### src/rtl/hit_segment_merger.sv
// Pops (s, q, l) seed hits from the hit FIFO and merges same-diagonal hits into segments.
// Optional macro HIT_MIN_LEN_FILTER_EN drops closed segments shorter than MIN_LEN.
module hit_segment_merger #(
    parameter int DW      = 8,
    parameter int SLW     = 10,
    parameter int MAX_GAP = 2,
    parameter int MIN_LEN = 4
) (
    input  logic           clk,
    input  logic           rst,
    input  logic           fifo_empty,
    output logic           fifo_rd_en,
    input  logic [DW-1:0]  fifo_s,
    input  logic [DW-1:0]  fifo_q,
    input  logic [DW-1:0]  fifo_l,
    input  logic           flush,
    output logic           seg_valid,
    input  logic           seg_ready,
    output logic [DW-1:0]  seg_s,
    output logic [DW-1:0]  seg_q,
    output logic [SLW-1:0] seg_l,
    output logic           flush_done,
    output logic           busy
);
    typedef enum logic [2:0] {
        S_IDLE       = 3'd0,
        S_REQ        = 3'd1,
        S_CAP        = 3'd2,
        S_EMIT       = 3'd3,
        S_FLUSH_EMIT = 3'd4
    } state_t;

    localparam int              PADW      = SLW + 2 - DW;
    localparam logic [SLW-1:0]  L_MAX     = {SLW{1'b1}};
    localparam logic [SLW-1:0]  MIN_LEN_W = SLW'(MIN_LEN);
    localparam logic [SLW+1:0]  GAP_W     = (SLW+2)'(MAX_GAP);
`ifdef HIT_MIN_LEN_FILTER_EN
    localparam logic            FILTER_EN = 1'b1;
`else
    localparam logic            FILTER_EN = 1'b0;
`endif

    state_t         state_q, state_d;
    logic           open_q, open_d;
    logic [DW-1:0]  cur_s_q, cur_s_d, cur_q_q, cur_q_d;
    logic [SLW-1:0] cur_l_q, cur_l_d;
    logic [DW:0]    cur_diag_q, cur_diag_d;
    logic           rd_en_q, rd_en_d;
    logic           seg_valid_q, seg_valid_d;
    logic [DW-1:0]  seg_s_q, seg_s_d, seg_q_q, seg_q_d;
    logic [SLW-1:0] seg_l_q, seg_l_d;
    logic           flush_done_q, flush_done_d;
    logic           busy_q, busy_d;
    logic           armed_q, armed_d;

    logic [DW:0]    hit_diag;
    logic [SLW+1:0] seg_end, hit_end, new_end, new_len;
    logic           mergeable, keep_cur;

    function automatic logic [SLW-1:0] sat_len(input logic [SLW+1:0] len);
        if (len > {2'b00, L_MAX}) begin
            sat_len = L_MAX;
        end else begin
            sat_len = len[SLW-1:0];
        end
    endfunction

    // Merge datapath: diagonal, segment end and extended length of the captured hit.
    always_comb begin
        hit_diag  = {1'b0, fifo_s} - {1'b0, fifo_q};
        seg_end   = {{PADW{1'b0}}, cur_s_q} + {2'b00, cur_l_q};
        hit_end   = {{PADW{1'b0}}, fifo_s} + {{PADW{1'b0}}, fifo_l};
        new_end   = (hit_end > seg_end) ? hit_end : seg_end;
        new_len   = new_end - {{PADW{1'b0}}, cur_s_q};
        mergeable = (hit_diag == cur_diag_q) && (fifo_s >= cur_s_q) &&
                    ({{PADW{1'b0}}, fifo_s} <= (seg_end + GAP_W));
        keep_cur  = !FILTER_EN || (cur_l_q >= MIN_LEN_W);
    end

    // Next-state and output-register computation.
    always_comb begin
        state_d      = state_q;
        open_d       = open_q;
        cur_s_d      = cur_s_q;
        cur_q_d      = cur_q_q;
        cur_l_d      = cur_l_q;
        cur_diag_d   = cur_diag_q;
        rd_en_d      = 1'b0;
        seg_valid_d  = 1'b0;
        seg_s_d      = seg_s_q;
        seg_q_d      = seg_q_q;
        seg_l_d      = seg_l_q;
        flush_done_d = 1'b0;
        case (state_q)
            S_IDLE: begin
                if (!fifo_empty) begin
                    rd_en_d = 1'b1;
                    state_d = S_REQ;
                end else if (flush && armed_q) begin
                    if (open_q && keep_cur) begin
                        seg_s_d     = cur_s_q;
                        seg_q_d     = cur_q_q;
                        seg_l_d     = cur_l_q;
                        seg_valid_d = 1'b1;
                        state_d     = S_FLUSH_EMIT;
                    end else begin
                        open_d       = 1'b0;
                        flush_done_d = 1'b1;
                    end
                end else begin
                    state_d = S_IDLE;
                end
            end
            S_REQ: begin
                state_d = S_CAP;
            end
            S_CAP: begin
                state_d = S_IDLE;
                if (fifo_l == {DW{1'b0}}) begin
                    open_d = open_q;
                end else if (open_q && mergeable) begin
                    cur_l_d = sat_len(new_len);
                end else begin
                    // The new hit always becomes the open segment; the old one leaves if it was open.
                    if (open_q && keep_cur) begin
                        seg_s_d     = cur_s_q;
                        seg_q_d     = cur_q_q;
                        seg_l_d     = cur_l_q;
                        seg_valid_d = 1'b1;
                        state_d     = S_EMIT;
                    end else begin
                        state_d = S_IDLE;
                    end
                    open_d     = 1'b1;
                    cur_s_d    = fifo_s;
                    cur_q_d    = fifo_q;
                    cur_l_d    = {{(SLW-DW){1'b0}}, fifo_l};
                    cur_diag_d = hit_diag;
                end
            end
            S_EMIT: begin
                if (seg_ready) begin
                    state_d = S_IDLE;
                end else begin
                    seg_valid_d = 1'b1;
                end
            end
            S_FLUSH_EMIT: begin
                if (seg_ready) begin
                    open_d       = 1'b0;
                    flush_done_d = 1'b1;
                    state_d      = S_IDLE;
                end else begin
                    seg_valid_d = 1'b1;
                end
            end
            default: begin
                state_d = S_IDLE;
            end
        endcase
        // A flush completes once; a new one needs flush to drop first.
        if (flush_done_d) begin
            armed_d = 1'b0;
        end else if (!flush) begin
            armed_d = 1'b1;
        end else begin
            armed_d = armed_q;
        end
        busy_d = (state_d != S_IDLE) || open_d;
    end

    // State and output registers with synchronous active-low reset.
    always_ff @(posedge clk) begin
        if (!rst) begin
            state_q      <= S_IDLE;
            open_q       <= 1'b0;
            cur_s_q      <= {DW{1'b0}};
            cur_q_q      <= {DW{1'b0}};
            cur_l_q      <= {SLW{1'b0}};
            cur_diag_q   <= {(DW+1){1'b0}};
            rd_en_q      <= 1'b0;
            seg_valid_q  <= 1'b0;
            seg_s_q      <= {DW{1'b0}};
            seg_q_q      <= {DW{1'b0}};
            seg_l_q      <= {SLW{1'b0}};
            flush_done_q <= 1'b0;
            busy_q       <= 1'b0;
            armed_q      <= 1'b1;
        end else begin
            state_q      <= state_d;
            open_q       <= open_d;
            cur_s_q      <= cur_s_d;
            cur_q_q      <= cur_q_d;
            cur_l_q      <= cur_l_d;
            cur_diag_q   <= cur_diag_d;
            rd_en_q      <= rd_en_d;
            seg_valid_q  <= seg_valid_d;
            seg_s_q      <= seg_s_d;
            seg_q_q      <= seg_q_d;
            seg_l_q      <= seg_l_d;
            flush_done_q <= flush_done_d;
            busy_q       <= busy_d;
            armed_q      <= armed_d;
        end
    end

    assign fifo_rd_en = rd_en_q;
    assign seg_valid  = seg_valid_q;
    assign seg_s      = seg_s_q;
    assign seg_q      = seg_q_q;
    assign seg_l      = seg_l_q;
    assign flush_done = flush_done_q;
    assign busy       = busy_q;
endmodule

### config.mk
export PLATFORM = sky130hd
export DESIGN_NAME = hit_segment_merger
export DESIGN_NICKNAME = d
export VERILOG_FILES = /design/src/rtl/hit_segment_merger.sv
export SDC_FILE = /design/constraint.sdc
export NUM_CORES = 1
export LEC_CHECK = 0
export ABC_AREA = 1
export CAP_MARGIN = 10
export CORE_MARGIN = 3
export CORE_UTILIZATION = 55
export DETAILED_ROUTE_END_ITERATION = 10
export PLACE_DENSITY = 0.87
export SLEW_MARGIN = 20
export SYNTH_ARGS = -nofsm -noshare
export SYNTH_HDL_FRONTEND = slang
export SYNTH_SLANG_ARGS = --single-unit
### constraint.sdc
create_clock -name clk -period 8.93 [get_ports clk]
set_input_delay 2.2325 -clock clk [delete_from_list [all_inputs] [get_ports clk]]
set_output_delay 2.2325 -clock clk [all_outputs]
set_load 0.1 [all_outputs]
* Yosys cells after proc, flatten, opt, wreduce, memory -nomap -nowiden
Cells that the tools add are included.
Operators by class: multiplexer cells 50, shift operators 0, divide/modulo/power cells 0, bitwise logic cells 2, eq/ne operators 10, multiply operators 0, magnitude comparators 4, add/sub/neg operators 5, reductions and logical operators 14
Operator list (number):
- $mux W8 | 10
- $mux W10 | 7
- $pmux W8 S2 | 2
- $pmux W10 S2 | 1
- $mux W1 | 18
- $add A11 B2 Y12 const B | 1
- $gt A12 B10 Y1 const B | 1
- $le A8 B12 Y1 | 1
- $mux W3 | 4
- $pmux W3 S4 | 1
- $sub A11 B8 Y12 | 1
- $add A8 B10 Y11 | 1
- $gt A9 B11 Y1 | 1
- $mux W11 | 1
- $add A8 B8 Y9 | 1
- $eq A9 B9 Y1 | 1
- $sub A8 B8 Y9 | 1
- $ge A8 B8 Y1 | 1
- $logic_not A8 Y1 | 1
- $ne A2 B2 Y1 const B | 4
- $eq A3 B2 Y1 const B | 2
- $mux W2 | 3
- $pmux W1 S3 | 2
- $reduce_and A5 Y1 | 1
- other kinds (13) | 18
Word-level totals: output and inout port bits 30, memories 0, logic and storage cells 99, input port bits 29, bits in writable memories 0, bits in latches 0, register bits 70, bits in read-only memories 0

* Longest topological paths before layout
Gate-level depths: netlist (run 1).
word-level depth 10, depth in mapped cells 34, mapped depth without buffers 34

* Worst setup path after synthesis (run 1)
OpenSTA, ideal clock, no wires.
path kind input to register, start point input port fifo_s[0], end point register cur_l_q[2], data required time 8798 ps, stages 28, arrival 6392 ps, path slack 2406 ps, cells stage by stage ha_1 -> inv_1 -> fa_1 -> o21ai_0 -> a21oi_1 -> o21ai_0 -> xor2_1 -> inv_1 -> ha_1 -> nand2_1 -> a21oi_1 -> nor2_1 -> nand3_1 -> nand2_1 -> a21oi_1 -> nand2_1 -> clkbuf_1 -> o21ai_0 -> inv_1 -> fa_1 -> o21ai_0 -> a21oi_1 -> nand3_1 -> nand2_1 -> nand2_1 -> nand2_1 -> o21ai_0 -> a21oi_1
Between the ends: longest elaborated chain between the ends 7, elaborated cells between the ends (all ways) 14
RTL lines:
- start: declaration | RTL line 13 | input logic [DW-1:0] fifo_s,
- $add A8 B8 Y9 | RTL line 72 | hit_end = {{PADW{1'b0}}, fifo_s} + {{PADW{1'b0}}, fifo_l};
- $gt A9 B11 Y1 | RTL line 73 | new_end = (hit_end > seg_end) ? hit_end : seg_end;
- $mux W11 | RTL line 73
- $sub A11 B8 Y12 | RTL line 74 | new_len = new_end - {{PADW{1'b0}}, cur_s_q};
- $gt A12 B10 Y1 | RTL line 61 | if (len > {2'b00, L_MAX}) begin
- $mux W10 | RTL line 61
- $mux W10 * | RTL line 121 | end else if (open_q && mergeable) begin
- end signal: assignment | RTL line 179 | cur_l_q <= {SLW{1'b0}};
- end signal: assignment | RTL line 194 | cur_l_q <= cur_l_d;
- end: declaration | RTL line 46 | logic [SLW-1:0] cur_l_q, cur_l_d;
Mark *: on every way between the ends. The rest lies on a longest branch, timed or not. A chain may end at the register's enable or synchronous reset.

* Worst setup path in the final report (run 1)
start point input port fifo_s[1], end point register cur_l_q[3]
The elaborated chain is that of the path after synthesis.

==> summary.txt, run 1 <==
Run status
  – Status: finished clean

Global routing
  – First-pass GRT wire length: 23.1 mm
  – Vias in the first global route: 4,913
  – Gr usage total: 25.9%
  – Initial antenna violation count: 0
  – Largest net degree at the start of global routing: 51
  – Residual overflow from global routing: 0

Route
  – Routed WL per cell: 14.2 um
  – Via Count: 5,293
  – DRT Pass-1 Iters: 5
  – Remaining antenna violation count: 0
  – Drt total wl: 13.9 mm
  – DR iter-0 viols: 400
  – Via-to-Cell Ratio: 5.41
  – DRC: 0

Min path
  – Hold Path Depth: 2
  – Hold EP: armed_q$_SDFFE_PN1P_
  – Worst Min Path Start: armed_q$_SDFFE_PN1P_
  – Type of the worst min-delay path: register to register

Synth
  – Synth area leader: dfxtp_1
  – Synth Warn #: 0
  – Share of the synthesized area in the top cell type: 26.4%
  – Syn nets: 883
  – Top cells by area, synth: dfxtp_1 (26%), ha_1 (14%), nand2_1 (12%)
  – Most numerous cell in the Yosys netlist: nand2_1
  – Yosys cell types: 40
  – Synth Area per Inst: 6.71 um^2
  – Syn Inst Count: 792
  – Mapped cell area: 5320 um^2
  – Number of synthesized register bits: 70
  – Post-synth top cells: nand2_1 (170), inv_1 (104), nor2_1 (104)
  – Sequential fraction of the synthesis area: 26.4%
  – Number of flops mapped to enable cells by yosys: 0
  – Dominant synthesized flop cell: dfxtp_1
  – Asr flop ratio synth: 0%

Timing
  – Setup TNS: 0 ps
  – Final worst slack: 1360 ps
  – Fin crit period: 7570 ps
  – Slew HR: 34.5%
  – F_max: 132 MHz
  – Final Max Slew Viols: 0
  – Actual slew at the worst max-slew pin: 980 ps
  – Final Skew: 10.7 ps
  – Hold WS: 474 ps
  – RSZ-0062 raised after global routing: no
  – Final Hold Fails: 0
  – # setup viols final: 0
  – Tcrit/Tclk final: 84.8%

CTS
  – Clk root buf: clkbuf_8
  – Worst-path clk slew: 80 ps
  – CTS Buffer Depth: 2
  – H-tree Lvls: 3
  – Clock sink count: 70
  – CTS tree: built
  – Inserted Clock Buffers: 9
  – Hold_buf cts: 0
  – Worst-skew pair later-pin latency: 360 ps
  – Setup Fix Bufs, Post-CTS: 0
  – Post-CTS sizing: 0

Worst setup path
  – Setup crit end kind: register
  – FF-to-FF setup slack: 3380 ps
  – FF-to-FF End: cur_l_q[3]$_SDFFE_PN0P_
  – Reg2reg start: cur_s_q[0]$_SDFFE_PN0P_
  – CP startpoint kind: input pin
  – Max incr delay on CP: 650 ps
  – Cells on worst reg2reg path: 30
  – Crit path required time: 9140 ps
  – WP data arrival: 7780 ps
  – CP max FO: 12
  – Top cell by count, worst path: nand2_1
  – Slowest stage cell on the critical path: clkdlybuf4s50_1
  – Setup CP Type: input pin to register

Die
  – Die footprint: 10,900 um^2
  – Core area: 9330 um^2
  – Boundary Pins: 59
  – Die Ht: 104 um
  – Die W: 104 um
  – Row count: 35
  – Initial Util: 57.0%

Placement
  – PortBufs: 58
  – Dpl ws: 1090 ps
  – DP Wirelength: 11.0 mm
  – RD Place Congestion: 0.999

Power and ir drop
  – Total Power: 1.11 mW
  – Peak supply drop: 0.0811 mV
  – PwrDens: 179 nW/um^2
  – Lkg Pwr: 2.90 nW

Layout
  – N_diodes: 0
  – Final #Nets: 935
  – Area Overhead vs Synth: 16.1%
  – Util after Layout: 66.2%
  – Fillers: 827
  – Share of layout cells above drive strength 1: 5.65%

Flow run
  – MaxCap Viol Count: 0
cells by family (layout without fill, tap and decap cells):
group                    after synthesis  count (layout)  share of synthesized area, %
flip-flops                            70              70                          26.4
AO/OA/AOI/OAI                        158             158                          16.2
adder cells (fa/ha/maj)               62              62                          15.2
XOR/XNOR                              21              21                          3.46
buffers and inverters                127             184                          9.98
AND/OR/NAND/NOR                      354             354                          28.9
worst max path at each step:
stage / from / endpoint / slack (ps)
3_5_place_dp: fifo_s[1] / cur_l_q[5]$_SDFFE_PN0P_ / 1090
2_1_floorplan: fifo_s[0] / cur_l_q[2]$_SDFFE_PN0P_ / 2410
4_1_cts: fifo_s[1] / cur_l_q[2]$_SDFFE_PN0P_ / 1430
5_1_grt: fifo_s[1] / cur_l_q[4]$_SDFFE_PN0P_ / 500
3_3_place_gp: fifo_s[1] / cur_l_q[5]$_SDFFE_PN0P_ / 1280
6_report: fifo_s[1] / cur_l_q[3]$_SDFFE_PN0P_ / 1360
cell type report:
type / instances / area [um^2] / share of cell area [%]
sequential: 70 / 1400 / 22.7
multi-input combinational: 595 / 3390 / 54.8
clock inverter: 7 / 105 / 1.70
inverter: 109 / 409 / 6.63
timing repair buffer: 59 / 588 / 9.52
tap: 129 / 161 / 2.61
clock buffer: 9 / 124 / 2.01
metrics by stage:
step / instances / cell area [um^2]
after floorplan: 792 / 5320
after global placement: 962 / 5950
after detailed placement: 962 / 5950
after CTS: 978 / 6170
after global routing: 978 / 6170
final: 978 / 6170
critical path: cells and delay by family:
kind            cells  cell delay [ps]
compound gates     10             1940
xor+xnor            1              210
fa+ha+maj           4             1390
buf+inv             4             1030
simple gates        9              960
cells in the final DEF, fill, tap and decap left out, drive strengths merged, types with 2 or more instances in the layout:
master           n
xor2            12
ha              58
xnor2            9
nand4           10
fa               4
bufinv           2
nor2           109
inv            112
clkbuf           9
a31oi            2
a211oi           6
nand3b           2
nor3             3
nand3           45
o21ai           76
nand2          179
a21oi           66
clkdlybuf4s50   58
o21bai           2
nor4             4
dfxtp           70
routing by layer:
layer / track usage [%] / part of all wire [%] / vias up
li1: - / - / 2701
met1: 34.2 / 45 / 2357
met2: 40.6 / 43 / 195
met3: 4.16 / 8.2 / 40
met4: 13.2 / 3.8 / 0
met5: 0 / 0 / -
state kept, by name (all words and copies together) (netlist names):
name	count
fifo_rd_en	1
seg_l	10
cur_diag_q	9
seg_q	8
flush_done	1
seg_valid	1
state_q	3
cur_q_q	8
cur_s_q	8
seg_s	8
open_q	1
busy	1
cur_l_q	10
armed_q	1
where the power goes:
group / switching, mW / internal [mW]
logic: 0.302 / 0.158
registers: 0.0165 / 0.334
clock network: 0.135 / 0.161
No activity file was read; power rests on OpenSTA's default activity.
==> inputs of run 2 (changes only) <==
--- a/config.mk
+++ b/config.mk
@@ -8,9 +8,9 @@
 export ABC_AREA = 1
 export CAP_MARGIN = 10
 export CORE_MARGIN = 3
-export CORE_UTILIZATION = 55
+export CORE_UTILIZATION = 52
 export DETAILED_ROUTE_END_ITERATION = 10
-export PLACE_DENSITY = 0.87
+export PLACE_DENSITY = 0.86
 export SLEW_MARGIN = 20
 export SYNTH_ARGS = -nofsm -noshare
 export SYNTH_HDL_FRONTEND = slang
==> constraint.sdc (replaced) <==
create_clock -name clk -period 6.6 [get_ports clk]
set_input_delay 1.65 -clock clk [delete_from_list [all_inputs] [get_ports clk]]
set_output_delay 1.65 -clock clk [all_outputs]
set_load 0.1 [all_outputs]
==> run 2 against run 1 <==
Compared with the run above:
- die area rose by 5.4%
- global-route usage fell by 1.1 points
- first-iteration DRC count fell by 11%
- worst setup slack got worse by 840 ps
- design area rose by 0.79%
- power rose by 32%
- critical path type unchanged
==> summary.txt, run 2 (same netlist as run 1, synthesis figures left out) <==
Run status
  – Status: finished clean

Worst setup path
  – Reg2reg start: cur_s_q[0]$_SDFFE_PN0P_
  – Crit path required time: 6800 ps (-2340 ps)
  – Max incr delay on CP: 480 ps (-170 ps)
  – CP max FO: 7 (-5)
  – FF-to-FF setup slack: 1660 ps (-1720 ps)
  – Setup CP Type: input pin to register
  – CP startpoint kind: input pin
  – WP data arrival: 6290 ps (-1490 ps)
  – Crit path to: cur_l_q[2]$_SDFFE_PN0P_
  – Slowest stage cell on the critical path: clkdlybuf4s50_1
  – Cells on worst reg2reg path: 32 (+6.7%)
  – Crit. Startpoint: fifo_s[0]
  – Setup crit end kind: register
  – FF-to-FF End: cur_l_q[2]$_SDFFE_PN0P_

Route
  – Met3 routed WL: 1.07 mm (-6.4%)
  – Post-Route M1 WL: 6.25 mm (+0.18%)
  – Metal2 WL: 5.97 mm (-0.57%)
  – Via-to-Cell Ratio: 5.40 (-0.18%)
  – Drt total wl: 13.6 mm (-2.4%)
  – Via Count: 5,359 (+1.2%)
  – DR iter-0 viols: 358 (-11%)
  – DR top layer: met4
  – DRC: 0 (unchanged)
  – DRT Pass-1 Iters: 6 (+1)
  – Remaining antenna violation count: 0 (unchanged)
  – Routed WL per cell: 13.7 um (-3.8%)

Layout
  – Register area: 1400 um^2 (unchanged)
  – N_diodes: 0 (unchanged)
  – Share of layout cells above drive strength 1: 7.10% (+1.4 points)
  – Area Overhead vs Synth: 17.0%
  – Commonest non-fill, non-tap cells in the layout: nand2_1 (169), nor2_1 (104), inv_1 (103), dfxtp_1 (70), a21oi_1 (64)
  – Post-route cell area: 6220 um^2 (+0.79%)
  – Most common cell after layout, fill and taps aside: nand2_1
  – Final #Nets: 947 (+1.3%)
  – Area of the multi-input gates: 3390 um^2 (+0.18%)
  – Util after Layout: 63.1% (-3.1 points)
  – Fillers: 881 (+6.5%)

Power and ir drop
  – Peak supply drop: 0.116 mV (+43%)
  – Net Sw Frac: 41.1% (+0.12 points)
  – Clk pwr share: 22.6% (-4.2 points)
  – Logic pwr share: 44.8% (+3.2 points)
  – Reg power frac: 32.5% (+0.8 points)
  – PwrDens: 234 nW/um^2 (+31%)
  – Lkg Pwr: 2.93 nW (+1.2%)
  – Switching power: 0.599 mW (+32%)
  – Int Power: 0.858 mW (+31%)

Timing
  – Tcrit/Tclk final: 92.3%
  – Setup TNS: 0 ps (unchanged)
  – Slew HR: 34.8% (+0.31 points)
  – Final Hold Fails: 0 (unchanged)
  – Final Skew: 13.9 ps (+3.25 ps)
  – Fin crit period: 6090 ps
  – Final worst slack: 511 ps (-844 ps)
  – Actual slew at the worst max-slew pin: 975 ps (-4.59 ps)
  – RSZ-0062 raised after global routing: no
  – Final Max Slew Viols: 0 (unchanged)
  – F_max: 164 MHz
  – # setup viols final: 0 (unchanged)

Die
  – Die Ht: 107 um (+2.7%)
  – Row count: 36 (+2.9%)
  – Die W: 107 um (+2.7%)
  – Initial Util: 53.9% (-3.1 points)
  – Boundary Pins: 59 (unchanged)
  – Core area: 9860 um^2 (+5.8%)
  – Die footprint: 11,500 um^2 (+5.4%)

Placement
  – Dpl ws: -148 ps (-1240 ps)
  – DP Wirelength: 10.9 mm (-0.98%)
  – RD Place Congestion: 0.965 (-3.4%)
  – DP Area: 6040 um^2 (+1.6%)
  – PortBufs: 58 (unchanged)

CTS
  – Post-CTS sizing: 0 (unchanged)
  – Clock sink count: 70 (unchanged)
  – Clk root buf: clkbuf_8
  – Inserted Clock Buffers: 9 (unchanged)
  – Worst-skew pair later-pin latency: 350 ps (about the same)
  – CTS Buffer Depth: 2 (unchanged)
  – Setup Fix Bufs, Post-CTS: 0 (unchanged)
  – Worst-path clk slew: 80 ps (about the same)
  – Hold_buf cts: 0 (unchanged)
  – H-tree Lvls: 3 (unchanged)
  – CTS tree: built

Global routing
  – First-pass GRT wire length: 22.8 mm (-1.6%)
  – Vias in the first global route: 4,918 (+0.10%)
  – Gr usage total: 24.7% (-1.1 points)
  – Residual overflow from global routing: 0 (unchanged)
  – Initial antenna violation count: 0 (unchanged)
  – Largest net degree at the start of global routing: 51 (unchanged)

Flow run
  – MaxCap Viol Count: 0 (unchanged)

Min path
  – Type of the worst min-delay path: register to register
[run 2: changes by cell type in the layout (fill, tap and decap cells not counted), moves of 2 or more]
cell,delta
inv_6,-2
clkinv_2,+3
buf_4,+12
o21ai_1,+6
o21ai_0,-6
[run 2: metrics by stage]
| step | std cells | hold WS, ps | power (mW) |
|---|---|---|---|
| after floorplan | 792 | 436 | 0.950 |
| after CTS | 992 | 474 | 1.45 |
| after global placement | 978 | 447 | 1.11 |
| final | 992 | 470 | 1.46 |
| after detailed placement | 978 | 463 | 1.12 |
| after global routing | 992 | 484 | 1.56 |
[run 2: worst min path at each step]
stage	start	end	slack, ps	depth (start not counted)
after floorplan	armed_q$_SDFFE_PN1P_	armed_q$_SDFFE_PN1P_	440	2
after global placement	armed_q$_SDFFE_PN1P_	armed_q$_SDFFE_PN1P_	450	2
after detailed placement	armed_q$_SDFFE_PN1P_	armed_q$_SDFFE_PN1P_	460	2
after CTS	armed_q$_SDFFE_PN1P_	armed_q$_SDFFE_PN1P_	470	2
after global routing	armed_q$_SDFFE_PN1P_	armed_q$_SDFFE_PN1P_	480	2
final	armed_q$_SDFFE_PN1P_	armed_q$_SDFFE_PN1P_	470	2
[run 2: per-layer routing]
metal | track usage (%) | vias up
met4 | 8.04 | 0
met5 | 0 | -
li1 | - | 2719
met3 | 3.97 | 24
met1 | 33.7 | 2404
met2 | 39.8 | 212
[run 2: power by group through the flow]
stage          logic, mW  registers, mW  clock network (mW)
6_report           0.653          0.474               0.329
5_1_grt            0.731          0.477               0.355
4_1_cts            0.637          0.473               0.336
3_5_place_dp       0.635          0.483                   0
3_3_place_gp       0.623          0.483                   0
2_1_floorplan      0.410          0.541                   0
[run 2: final cells by class]
type	instances	area share (%)
multi-input combinational	595	54.5
sequential	70	22.5
timing repair buffer	71	10.9
inverter	109	6.57
tap	133	2.67
clock buffer	9	1.99
clock inverter	5	0.844
[run 2: critical path, delay by kind of cell]
kind | cells | cell delay [ps]
and+or+nand+nor | 11 | 1020
adders and majority gates | 4 | 1220
buffers and inverters | 4 | 720
AOI/OAI and AO/OA | 11 | 1530
xor gates and xnor gates | 1 | 180
